--- config.mk ---
export PLATFORM = sky130hd
export DESIGN_NAME = keypad_scanner
export DESIGN_NICKNAME = d
export VERILOG_FILES = /design/src/rtl/keypad_scanner_pkg.sv /design/src/rtl/keypad_scanner_sync2.sv /design/src/rtl/keypad_scanner.sv
export SDC_FILE = /design/constraint.sdc
export NUM_CORES = 1
export LEC_CHECK = 0
export ABC_AREA = 1
export CORE_AREA = 8 8 104 78
export DETAILED_ROUTE_END_ITERATION = 7
export DIE_AREA = 0 0 112 86
export MAX_ROUTING_LAYER = met4
export PLACE_DENSITY = 0.82
export SETUP_SLACK_MARGIN = 0.4
export SLEW_MARGIN = 15
export SYNTH_ARGS = -nofsm -noshare
export SYNTH_HDL_FRONTEND = slang
export SYNTH_SLANG_ARGS = --single-unit
export TNS_END_PERCENT = 10
--- constraint.sdc ---
create_clock -name clk -period 17.34 [get_ports clk]
set_clock_uncertainty 0.15 [all_clocks]
set_input_delay 3.468 -clock clk [delete_from_list [all_inputs] [get_ports clk]]
set_output_delay 3.468 -clock clk [all_outputs]
set_load 0.02 [all_outputs]
--- src/rtl/keypad_scanner_pkg.sv ---
// keypad_scanner_pkg: default timing constants and debounce state encoding
package keypad_scanner_pkg;
  localparam int SCAN_DIV_DEF = 50000;
  localparam int DEBOUNCE_CNT_DEF = 4;
  typedef enum logic [1:0] {IDLE, PRESS_DB, HELD, RELEASE_DB} state_t;
endpackage

--- src/rtl/keypad_scanner_sync2.sv ---
// sync2: 4-bit two-flop synchronizer, resets to all ones (rows idle high)
module sync2 (
  input  logic       clk,
  input  logic       rst_n,
  input  logic [3:0] d,
  output logic [3:0] q
);
  logic [3:0] m;
  always_ff @(posedge clk or negedge rst_n)
    if (!rst_n) {q, m} <= '1;
    else {q, m} <= {m, d};
endmodule

--- src/rtl/keypad_scanner.sv ---
// keypad_scanner: 4x4 matrix scan, frame debounce and valid/ack key delivery
module keypad_scanner
  import keypad_scanner_pkg::*;
#(
  parameter int SCAN_DIV     = SCAN_DIV_DEF,
  parameter int DEBOUNCE_CNT = DEBOUNCE_CNT_DEF
) (
  input  logic       clk,
  input  logic       rst_n,
  input  logic [3:0] key_in_y,
  output logic [3:0] key_out_x,
  output logic [3:0] key_code,
  output logic       key_valid,
  input  logic       key_ack,
  output logic       key_down,
  output logic       key_ovr
);
  localparam int DW = $clog2(SCAN_DIV);
  localparam logic [DW-1:0] DIV_MAX = DW'(SCAN_DIV - 1);
  localparam logic [3:0] DB = 4'(DEBOUNCE_CNT);
  logic [3:0] rows_s, k, cnt, cnt_nx, cnt_inc, cand, cand_nx;
  logic [DW-1:0] div_cnt;
  logic [1:0] col;
  logic [15:0] frame, frame_nx;
  logic tick, done, single, hit, accept;
  state_t state, state_nx;
  sync2 u_sync (.clk(clk), .rst_n(rst_n), .d(key_in_y), .q(rows_s));
  assign tick = div_cnt == DIV_MAX;
  assign done = tick && col == 2'd3;
  assign key_out_x = ~(4'b0001 << col);
  assign key_down = state == HELD || state == RELEASE_DB;
  assign single = $onehot(frame_nx);
  assign hit = single && k == cand;
  assign cnt_inc = cnt + 4'd1;
  // frame as it will look after this tick, so the last column is classified too
  always_comb begin
    frame_nx = frame;
    frame_nx[{col, 2'b00} +: 4] = ~rows_s;
    k = '0;
    for (int i = 0; i < 16; i++) if (frame_nx[i]) k = 4'(i);
  end
  always_comb begin
    state_nx = state;
    cnt_nx = cnt;
    cand_nx = cand;
    accept = 1'b0;
    if (done)
      case (state)
        IDLE: if (single) begin
          cand_nx = k;
          cnt_nx = 4'd1;
          accept = DB == 4'd1;
          state_nx = DB == 4'd1 ? HELD : PRESS_DB;
        end
        PRESS_DB:
          if (hit) begin
            cnt_nx = cnt_inc;
            accept = cnt_inc == DB;
            state_nx = cnt_inc == DB ? HELD : PRESS_DB;
          end else if (single) begin
            cand_nx = k;
            cnt_nx = 4'd1;
          end else state_nx = IDLE;
        HELD: if (!hit) begin
          cnt_nx = 4'd1;
          state_nx = DB == 4'd1 ? IDLE : RELEASE_DB;
        end
        RELEASE_DB:
          if (hit) state_nx = HELD;
          else begin
            cnt_nx = cnt_inc;
            state_nx = cnt_inc == DB ? IDLE : RELEASE_DB;
          end
        default: state_nx = IDLE;
      endcase
  end
  always_ff @(posedge clk or negedge rst_n)
    if (!rst_n) begin
      div_cnt <= '0;
      col <= '0;
      frame <= '0;
      state <= IDLE;
      cnt <= '0;
      cand <= '0;
      key_code <= '0;
      key_valid <= 1'b0;
      key_ovr <= 1'b0;
    end else begin
      div_cnt <= tick ? '0 : div_cnt + DW'(1);
      if (tick) begin
        col <= col + 2'd1;
        frame <= frame_nx;
      end
      state <= state_nx;
      cnt <= cnt_nx;
      cand <= cand_nx;
      // a handshake in the same cycle frees the slot before the new code lands
      if (accept && (!key_valid || key_ack)) key_code <= cand_nx;
      key_valid <= accept || (key_valid && !key_ack);
      key_ovr <= (key_valid && key_ack) ? 1'b0 : key_ovr || (accept && key_valid);
    end
endmodule

==> results of run 1 <==
==> worst paths after layout <==
| kind | end | slack [ps] | depth (start not counted) | from |
|---|---|---|---|---|
| setup / recovery | key_code[1] | 11370 | 25 | col[0] |
| min in group asynchronous | frame[2] | 3110 | 2 | rst_n |
| max in group asynchronous | div_cnt[11] | 13440 | 2 | rst_n |
| setup reg to reg | key_code[1] | 11370 | 25 | col[0] |
| hold reg to reg | u_sync.q[1] | 210 | 0 | u_sync.m[1] |
| hold / removal | u_sync.q[1] | 210 | 0 | u_sync.m[1] |
==> per-stage QoR <==
step	setup slack, ps	hold slack (ps)	instance area, um^2	power [uW]
after floorplan	11610	195	3590	152
after global placement	11720	197	3850	159
after detailed placement	11420	197	3850	160
after CTS	11370	206	4080	303
after global routing	11000	211	4080	312
final	11370	206	4080	301
==> metal layers <==
layer | vias up | share of wire (%)
met3 | 8 | 6.6
li1 | 1504 | -
met4 | 0 | 1.0
met1 | 1477 | 48
met5 | - | 0
met2 | 90 | 45
==> where the power goes <==
part | switching [uW] | internal [uW]
Clock | 54.7 | 88.9
Sequential | 0.760 | 137
Combinational | 11.7 | 7.38
Total | 67.2 | 233
==> area by class of cell <==
class,instances,share of cell area (%)
Clock buffer,12,3.81
Clock inverter,4,1.81
Inverter,80,7.37
Multi-Input combinational cell,314,44.2
Sequential cell,58,35.9
Tap cell,81,2.49
Timing Repair Buffer,19,4.42
==> worst max-delay path, delay by kind of cell, from the launching register on <==
kind            cells  cell delay [ps]
fa+ha+maj           7             2930
simple gates        8             1070
buf+inv             9              970
flops               1              460
compound gates      1              260
==> state kept, by name, summed over array words and instances, names as in the netlist <==
| name | count |
|---|---|
| key_code | 4 |
| state | 2 |
| cnt | 4 |
| u_sync.q | 4 |
| cand | 4 |
| col | 2 |
| u_sync.m | 4 |
| div_cnt | 16 |
| key_valid | 1 |
| key_ovr | 1 |
| frame | 16 |
==> cells in the final DEF (no fill, tap or decap), types with 5 or more instances in the layout <==
| cell type | synthesis | layout |
|---|---|---|
| nand2_1 | 109 | 109 |
| nor2_1 | 60 | 60 |
| clkdlybuf4s50_1 | 0 | 16 |
| fa_1 | 10 | 10 |
| a22oi_2 | 5 | 5 |
| ha_1 | 12 | 12 |
| dfrtp_1 | 50 | 50 |
| clkbuf_8 | 0 | 11 |
| xor2_1 | 7 | 7 |
| a21oi_1 | 16 | 16 |
| nand3_1 | 12 | 12 |
| o21ai_1 | 5 | 5 |
| nand4_1 | 8 | 8 |
| dfstp_2 | 8 | 8 |
| inv_2 | 9 | 9 |
| inv_1 | 71 | 71 |
| o21ai_0 | 27 | 27 |
==> cell families (layout without fill, tap and decap cells) <==
family                   count (synthesis)  count (layout)  synth area share [%]
flip-flops                              58              58                  40.7
XOR/XNOR                                 7               7                  1.71
buffers and inverters                   86             115                  9.00
AND/OR/NAND/NOR                        214             214                  26.6
AO/OA/AOI/OAI                           71              71                  12.2
adder cells (fa/ha/maj)                 22              22                  9.77
==> flow_summary.ini, run 1 <==
[timing]
final_hold_viol_count = 0
fin_crit_sh_pct = 34.4
setup_viol = 0
tns_ps = 0
tightest_slew_ps = 1100
drv_slew = 0
slew_headroom_pct = 26.4
rsz0062_at_grt = no
max_freq_mhz = 168
period_needed_ps = 5970

[die]
rows = 25
coreArea_mm2 = 0.00651
start_util_pct = 55.1
die_h_um = 86
fp.dieW_um = 112
io_pins = 18
dieArea_mm2 = 0.00963

[setup_path]
arrival_ps = 6040
worst-path-max-fanout = 15
cp_slowest_stage_delay_ps = 550
critPathCaptureType = register
critPathLaunchType = register
worstPathRequired_ps = 17410
path_class = reg2reg
slowest_stage = fa_1

[synthesis]
netlist_area_mm2 = 0.00359
synthArstFlopShare_pct = 100
synth.area.top_cells = dfrtp_1, nand2_1, inv_1, nor2_1, dfstp_2
synth.top_cell.area_share_pct = 34.9
synth_common_cells = nand2_1, inv_1, nor2_1
synth_edf_count = 0
ys_warn_count = 0
synthCells = 458
synth_flop_cell = dfrtp_1
yosysTopAreaCell = dfrtp_1
netlist-cell-type-count = 36
syn_nets = 487
synth-seq-cells = 58
synth-seq-area-share_pct = 40.7
synth.most_common_cell = nand2_1
avgSynthCellArea_um2 = 7.83

[clocking]
cts_resized = 0
numCtsBuffers = 9
clock_path_buffers = 2
clk_pin_slew_ps = 70
cts_root_buf = clkbuf_8
cts_setup_buffers = 0
cts_tree = built
clock_latency_ps = 330
clock-sinks = 58
h-tree-depth = 3
hold_buffers = 0

[min_path]
hp-class = reg2reg

[layout]
final_cells = 568
fillCellCount = 593
drive_gt1_share_pct = 11.7
diodes = 0
layout.area.seq_mm2 = 0.00146
nNetsFinal = 511
final_util_pct = 62.6
multi_input_area_mm2 = 0.00180
synthToLayoutAreaGrowth_pct = 13.6

[global_route]
grt_pass1_wl_mm = 13.7
track_usage_pct = 17.7
grt_use_met2_pct = 27.2
grt_util_met3_pct = 4.56
busiest_layer = met2
grt_pass1_vias = 2995
antenna_found_initial = 0
overflow = 0
grt_max_degree = 59
grt.met1_usage_pct = 22.9

[route]
drt_iter0_drc = 234
firstDrtPassIters = 4
drt-total-wl_mm = 7.71
avgViaCountPerCell = 5.42
wl_per_cell_um = 13.6
ant_nets = 0
vias = 3079
drc = 0

[power_and_ir_drop]
p_leak_uw = 0.00194
p_per_area_mw_per_mm2 = 73.8
ir_drop_v = 0.0000795

[placed_design]
numPortBuffers = 17
gp_congestion = 0.929
place_hpwl_mm = 5.68
placed_cells = 552

[outcome]
status = finished clean

[flow_run]
maxCapViolCount = 0
(Power assumes the default switching activity.)
==> inputs of run 2 (changes only) <==
==> constraint.sdc (replaced) <==
create_clock -name clk -period 6.2 [get_ports clk]
set_clock_uncertainty 0.15 [all_clocks]
set_input_delay 1.24 -clock clk [delete_from_list [all_inputs] [get_ports clk]]
set_output_delay 1.24 -clock clk [all_outputs]
set_load 0.02 [all_outputs]
==> run 2 against run 1 <==
Combinational power rose to 3.1 times the previous value. Register-to-register slack worse by 11000 ps. Final cell count increased by 1.1%. Die area did not move. Routed wire length increased by 3.4%. Sequential power increased to 2.8 times the previous value. First-iteration DRC count is 15% lower. Clock power is 110% higher. Maximum frequency rose by 7.7%. Power is 150% higher. Worst hold slack got worse by 1.3 ps. Non-clock buffer count grew 6. Critical path type unchanged. Largest cell class unchanged. Largest power group is now registers.
==> flow_summary.ini, run 2 (synthesis results as in run 1) <==
[timing]
slew_headroom_pct = 52.4
final_hold_viol_count = 0
setup_viol = 0
tns_ps = 0
fin_crit_sh_pct = 89.4
tightest_slew_ps = 713
drv_slew = 0
rsz0062_at_grt = yes
period_needed_ps = 5540
max_freq_mhz = 181
holdWs_ps = 205

[min_path]
hp-class = reg2reg
min_path_cells = 0

[route]
ant_nets = 0
drc = 0
avgViaCountPerCell = 5.33
drt-total-wl_mm = 7.97
firstDrtPassIters = 5
vias = 3057
wl_per_cell_um = 13.9
drt_iter0_drc = 200

[clocking]
clk_pin_slew_ps = 60
hold_buffers = 0
numCtsBuffers = 9
h-tree-depth = 3
cts_root_buf = clkbuf_8
cts_tree = built
clock-sinks = 58
clock_latency_ps = 340
clock_path_buffers = 2

[setup_path]
critPathLaunchType = register
slowest_stage = fa_1
cp_common_cell = fa_1
cp_slowest_stage_delay_ps = 590
arrival_ps = 5610
cp_cell_sequence = inv_1, ha_4, inv_2, nand3_2, o21ai_1, inv_1, fa_1, fa_1, fa_1, inv_1, fa_1, ha_1, fa_1, nand3b_1, nor3_2, buf_4, nand4_4, nor2_4, inv_2, nor2_4, inv_2, nand2_1, nand2_1
worst-path-max-fanout = 10
path_class = reg2reg
worstRegToRegCells = 23
worstPathRequired_ps = 6270
critPathCaptureType = register

[placed_design]
place_area_mm2 = 0.00385
gp_congestion = 0.903
place_hpwl_mm = 5.77
numPortBuffers = 17

[die]
rows = 25
die_h_um = 86
fp.dieW_um = 112
start_util_pct = 55.1
io_pins = 18
dieArea_mm2 = 0.00963
coreArea_mm2 = 0.00651

[power_and_ir_drop]
p_per_area_mw_per_mm2 = 183
p_leak_uw = 0.00194
ir_drop_v = 0.000126

[global_route]
grt_max_degree = 59
grt_pass1_vias = 2982
antenna_found_initial = 0
overflow = 0
track_usage_pct = 18.2
grt_pass1_wl_mm = 13.8

[layout]
drive_gt1_share_pct = 13.0
diodes = 0
reg.largest.list = div_cnt x16, frame x16
final_cell_area_mm2 = 0.00409
synthToLayoutAreaGrowth_pct = 14.0
nNetsFinal = 517
layout_commonest_cell = nand2_1
final_cell_mix = nand2_1, inv_1, nor2_1

[outcome]
status = finished clean

[flow_run]
maxCapViolCount = 0
==> run 2: cell types whose count changed in the layout (fill, tap and decap cells not counted), moves of 2 or more <==
cell and delta:
bufinv_16 -2, buf_4 +5, ha_1 -2, clkbuf_1 +3
==> run 2: routing by layer <==
layer | track usage, % | routed length (um) | vias to the layer above
li1 | - | - | 1516
met1 | 23.1 | 3830 | 1417
met2 | 27.7 | 3500 | 109
met3 | 4.91 | 524 | 15
met4 | 5.98 | 110 | 0
met5 | - | 0 | -
==> run 2: final timing paths <==
path,end,start,slack [ps]
setup / recovery,key_code[0],col[1],660
hold / removal,u_sync.q[0],u_sync.m[0],200
setup reg to reg,key_code[0],col[1],660
hold reg to reg,u_sync.q[0],u_sync.m[0],200
max in group asynchronous,col[0],rst_n,4500
min in group asynchronous,frame[0],rst_n,900
==> run 2: where the power goes <==
group          internal, uW  switching, uW  leakage, uW  total, uW
registers               384           2.16     0.000766        386
logic                  25.3           34.2      0.00109       59.6
clock network           156            149    0.0000807        305
==> run 2: cell type report <==
class / instances / area (um^2)
fillers: 547 / 2420
well taps: 81 / 101
repair buffers: 25 / 229
clock buffers: 14 / 153
inverters: 80 / 303
clock inverters: 2 / 12.5
flip-flops and latches: 58 / 1460
multi-input cells: 314 / 1830
==> run 2: what timing repair did <==
| item | 4_1_cts | 5_1_grt |
|---|---|---|
| pin swaps | 0 | 1 |
| cloned | 0 | 1 |
| endpoints found under the setup margin | 4 | 14 |
| resized for setup | 1 | 6 |
| buffers inserted | 0 | 4 |
==> run 2: critical path: cells and delay by family (launching register included) <==
kind | cells | cell delay, ps
AO/OA/AOI/OAI | 1 | 190
AND/OR/NAND/NOR | 8 | 1090
adder cells (fa/ha/maj) | 7 | 2830
buffers and inverters | 7 | 770
flip-flops | 1 | 380
==> run 2: stage by stage <==
step	setup slack, ps	instances	utilization [%]	power (uW)
3_3_place_gp	565	553	59.2	445
4_1_cts	401	569	61.8	753
2_1_floorplan	465	458	-	424
5_1_grt	377	574	62.8	786
6_report	660	574	62.8	750
3_5_place_dp	382	553	59.2	446
==> inputs of run 3 (changes only) <==
--- a/config.mk
+++ b/config.mk
@@ -6,9 +6,11 @@
 export NUM_CORES = 1
 export LEC_CHECK = 0
 export ABC_AREA = 1
-export CORE_AREA = 8 8 104 78
+export CELL_PAD_IN_SITES_DETAIL_PLACEMENT = 0
+export CELL_PAD_IN_SITES_GLOBAL_PLACEMENT = 1
+export CORE_AREA = 8 8 121 90
 export DETAILED_ROUTE_END_ITERATION = 7
-export DIE_AREA = 0 0 112 86
+export DIE_AREA = 0 0 129 98
 export MAX_ROUTING_LAYER = met4
 export PLACE_DENSITY = 0.82
 export SETUP_SLACK_MARGIN = 0.4
==> constraint.sdc (replaced) <==
create_clock -name clk -period 4.95 [get_ports clk]
set_clock_uncertainty 0.15 [all_clocks]
set_input_delay 0.99 -clock clk [delete_from_list [all_inputs] [get_ports clk]]
set_output_delay 0.99 -clock clk [all_outputs]
set_load 0.02 [all_outputs]
==> run 3 against run 2 <==
The run now ends with negative setup slack left. Count of clock-buffer cells in the layout shrank 1. Die area grew 31%. First-iteration DRC count shrank 29%. Combinational power grew 40%. Utilization shrank 13 points. Critical path depth shrank 2. Critical path type unchanged. Largest cell class unchanged. Largest power group is now the clock network.
==> flow_summary.ini, run 3 (synthesis results as in run 1) <==
[outcome]
status = finished, violations left
violations = negative setup slack

[global_route]
grt_pass1_vias = 3253
grt_util_met3_pct = 3.65
grt_use_met2_pct = 22.0
antenna_found_initial = 0
overflow = 0
grt_max_degree = 40
grt.met1_usage_pct = 20.5
busiest_layer = met2
grt_pass1_wl_mm = 15.2
track_usage_pct = 15.3

[clocking]
clk_pin_slew_ps = 50
clock-sinks = 58
numCtsBuffers = 9
cts_root_buf = clkbuf_16
h-tree-depth = 3
clock_latency_ps = 330
clock_path_buffers = 2
cts_tree = built
hold_buffers = 0

[placed_design]
pre_cts_ws_ps = -447
numPortBuffers = 17
placed_cells = 637
place_area_mm2 = 0.00424
place_hpwl_mm = 6.46
gp_congestion = 0.875

[setup_path]
cp_cell_sequence = buf_4, ha_1, inv_2, buf_4, a22oi_2, fa_1, fa_1, fa_1, inv_1, fa_1, ha_2, fa_1, nand3b_1, nor3_4, nand4_4, nor2_4, inv_2, nor2_4, inv_2, nand2_1, nand2_1
arrival_ps = 5320
path_class = reg2reg
worstPathRequired_ps = 5010
cp_common_cell = fa_1
cp_top_family = adder cells
reg2reg_slack_ps = -310
crit_buf_inv = 6
slowest_stage = fa_1
critPathCaptureType = register
critPathLaunchType = register
cp_slowest_stage_delay_ps = 550
worst-path-max-fanout = 7

[die]
coreArea_mm2 = 0.00920
start_util_pct = 39.0
dieArea_mm2 = 0.0126
die_h_um = 98
fp.dieW_um = 129
rows = 30
io_pins = 18

[route]
ant_nets = 0
firstDrtPassIters = 4
drc = 0
drt_iter0_drc = 142
vias = 3128
avgViaCountPerCell = 4.77
wl_per_cell_um = 12.9
drt-total-wl_mm = 8.44

[power_and_ir_drop]
p_per_area_mw_per_mm2 = 257
p_leak_uw = 0.00217
ir_drop_v = 0.000222

[layout]
final_cell_area_mm2 = 0.00458
nNetsFinal = 552
final_util_pct = 49.8
synthToLayoutAreaGrowth_pct = 27.6
layout_commonest_cell = nand2_1
final_cells = 656
drive_gt1_share_pct = 21.2
diodes = 0
reg.largest.list = div_cnt x16, frame x16
final_cell_mix = nand2_1, inv_1, nor2_1

[timing]
holdWs_ps = 204
max_freq_mhz = 190
period_needed_ps = 5260
slew_headroom_pct = 60.2
tightest_slew_ps = 594
final.setup.worst_slack_ps = -311
drv_slew = 0
final_hold_viol_count = 0
setup_viol = 16
rsz0062_at_grt = yes
fin_crit_sh_pct = 106

[flow_run]
maxCapViolCount = 0

[min_path]
hp-class = reg2reg
==> run 3: per-layer routing <==
layer | share of wire (%) | up-vias
li1 | - | 1595
met1 | 52 | 1457
met2 | 42 | 62
met3 | 4.6 | 14
met4 | 1.4 | 0
met5 | 0 | -
==> run 3: worst paths after layout <==
| path | from | end | cells past startpoint |
|---|---|---|---|
| worst max-delay path | col[0] | key_code[3] | 21 |
| worst min-delay path | u_sync.m[0] | u_sync.q[0] | 0 |
| worst max register to register | col[0] | key_code[3] | 21 |
| worst min register to register | u_sync.m[0] | u_sync.q[0] | 0 |
| max in group asynchronous | rst_n | div_cnt[1] | 2 |
| min in group asynchronous | rst_n | frame[0] | 1 |
==> run 3: what timing repair did <==
| item | 4_1_cts | 5_1_grt |
|---|---|---|
| setup buffers | 2 | 0 |
| gates cloned | 1 | 0 |
| endpoints found under the setup margin | 16 | 16 |
| pin swaps | 8 | 0 |
| resized for setup | 16 | 0 |
==> run 3: worst register-to-register path, cell delays in order (launching register included) <==
cell	delay, ps
dfrtp_2	440
buf_4	160
ha_1	200
inv_2	100
buf_4	170
a22oi_2	100
fa_1	520
fa_1	450
fa_1	550
inv_1	50
fa_1	500
ha_2	200
fa_1	420
nand3b_1	210
nor3_4	290
nand4_4	170
nor2_4	140
inv_2	60
nor2_4	120
inv_2	70
nand2_1	60
nand2_1	50
==> run 3: area by class of cell <==
cell class / instances / area (um^2)
Fill cell: 881 / 4620
Inverter: 80 / 308
Clock inverter: 3 / 40.0
Multi-Input combinational cell: 314 / 1860
Clock buffer: 13 / 250
Timing Repair Buffer: 60 / 497
Tap cell: 128 / 160
Sequential cell: 58 / 1460
==> run 3: report_power, final <==
| part | internal (uW) | switching, uW | total [uW] |
|---|---|---|---|
| combinational | 37.4 | 46.2 | 83.6 |
| clock | 401 | 208 | 610 |
| sequential | 481 | 2.23 | 484 |
==> run 3: metrics by stage <==
stage                     total power, uW  TNS (ps)
after floorplan                       534     -2410
final                                1180     -3910
after global routing                 1220     -7790
after global placement                569     -3770
after CTS                            1190     -4100
after detailed placement              570     -5640
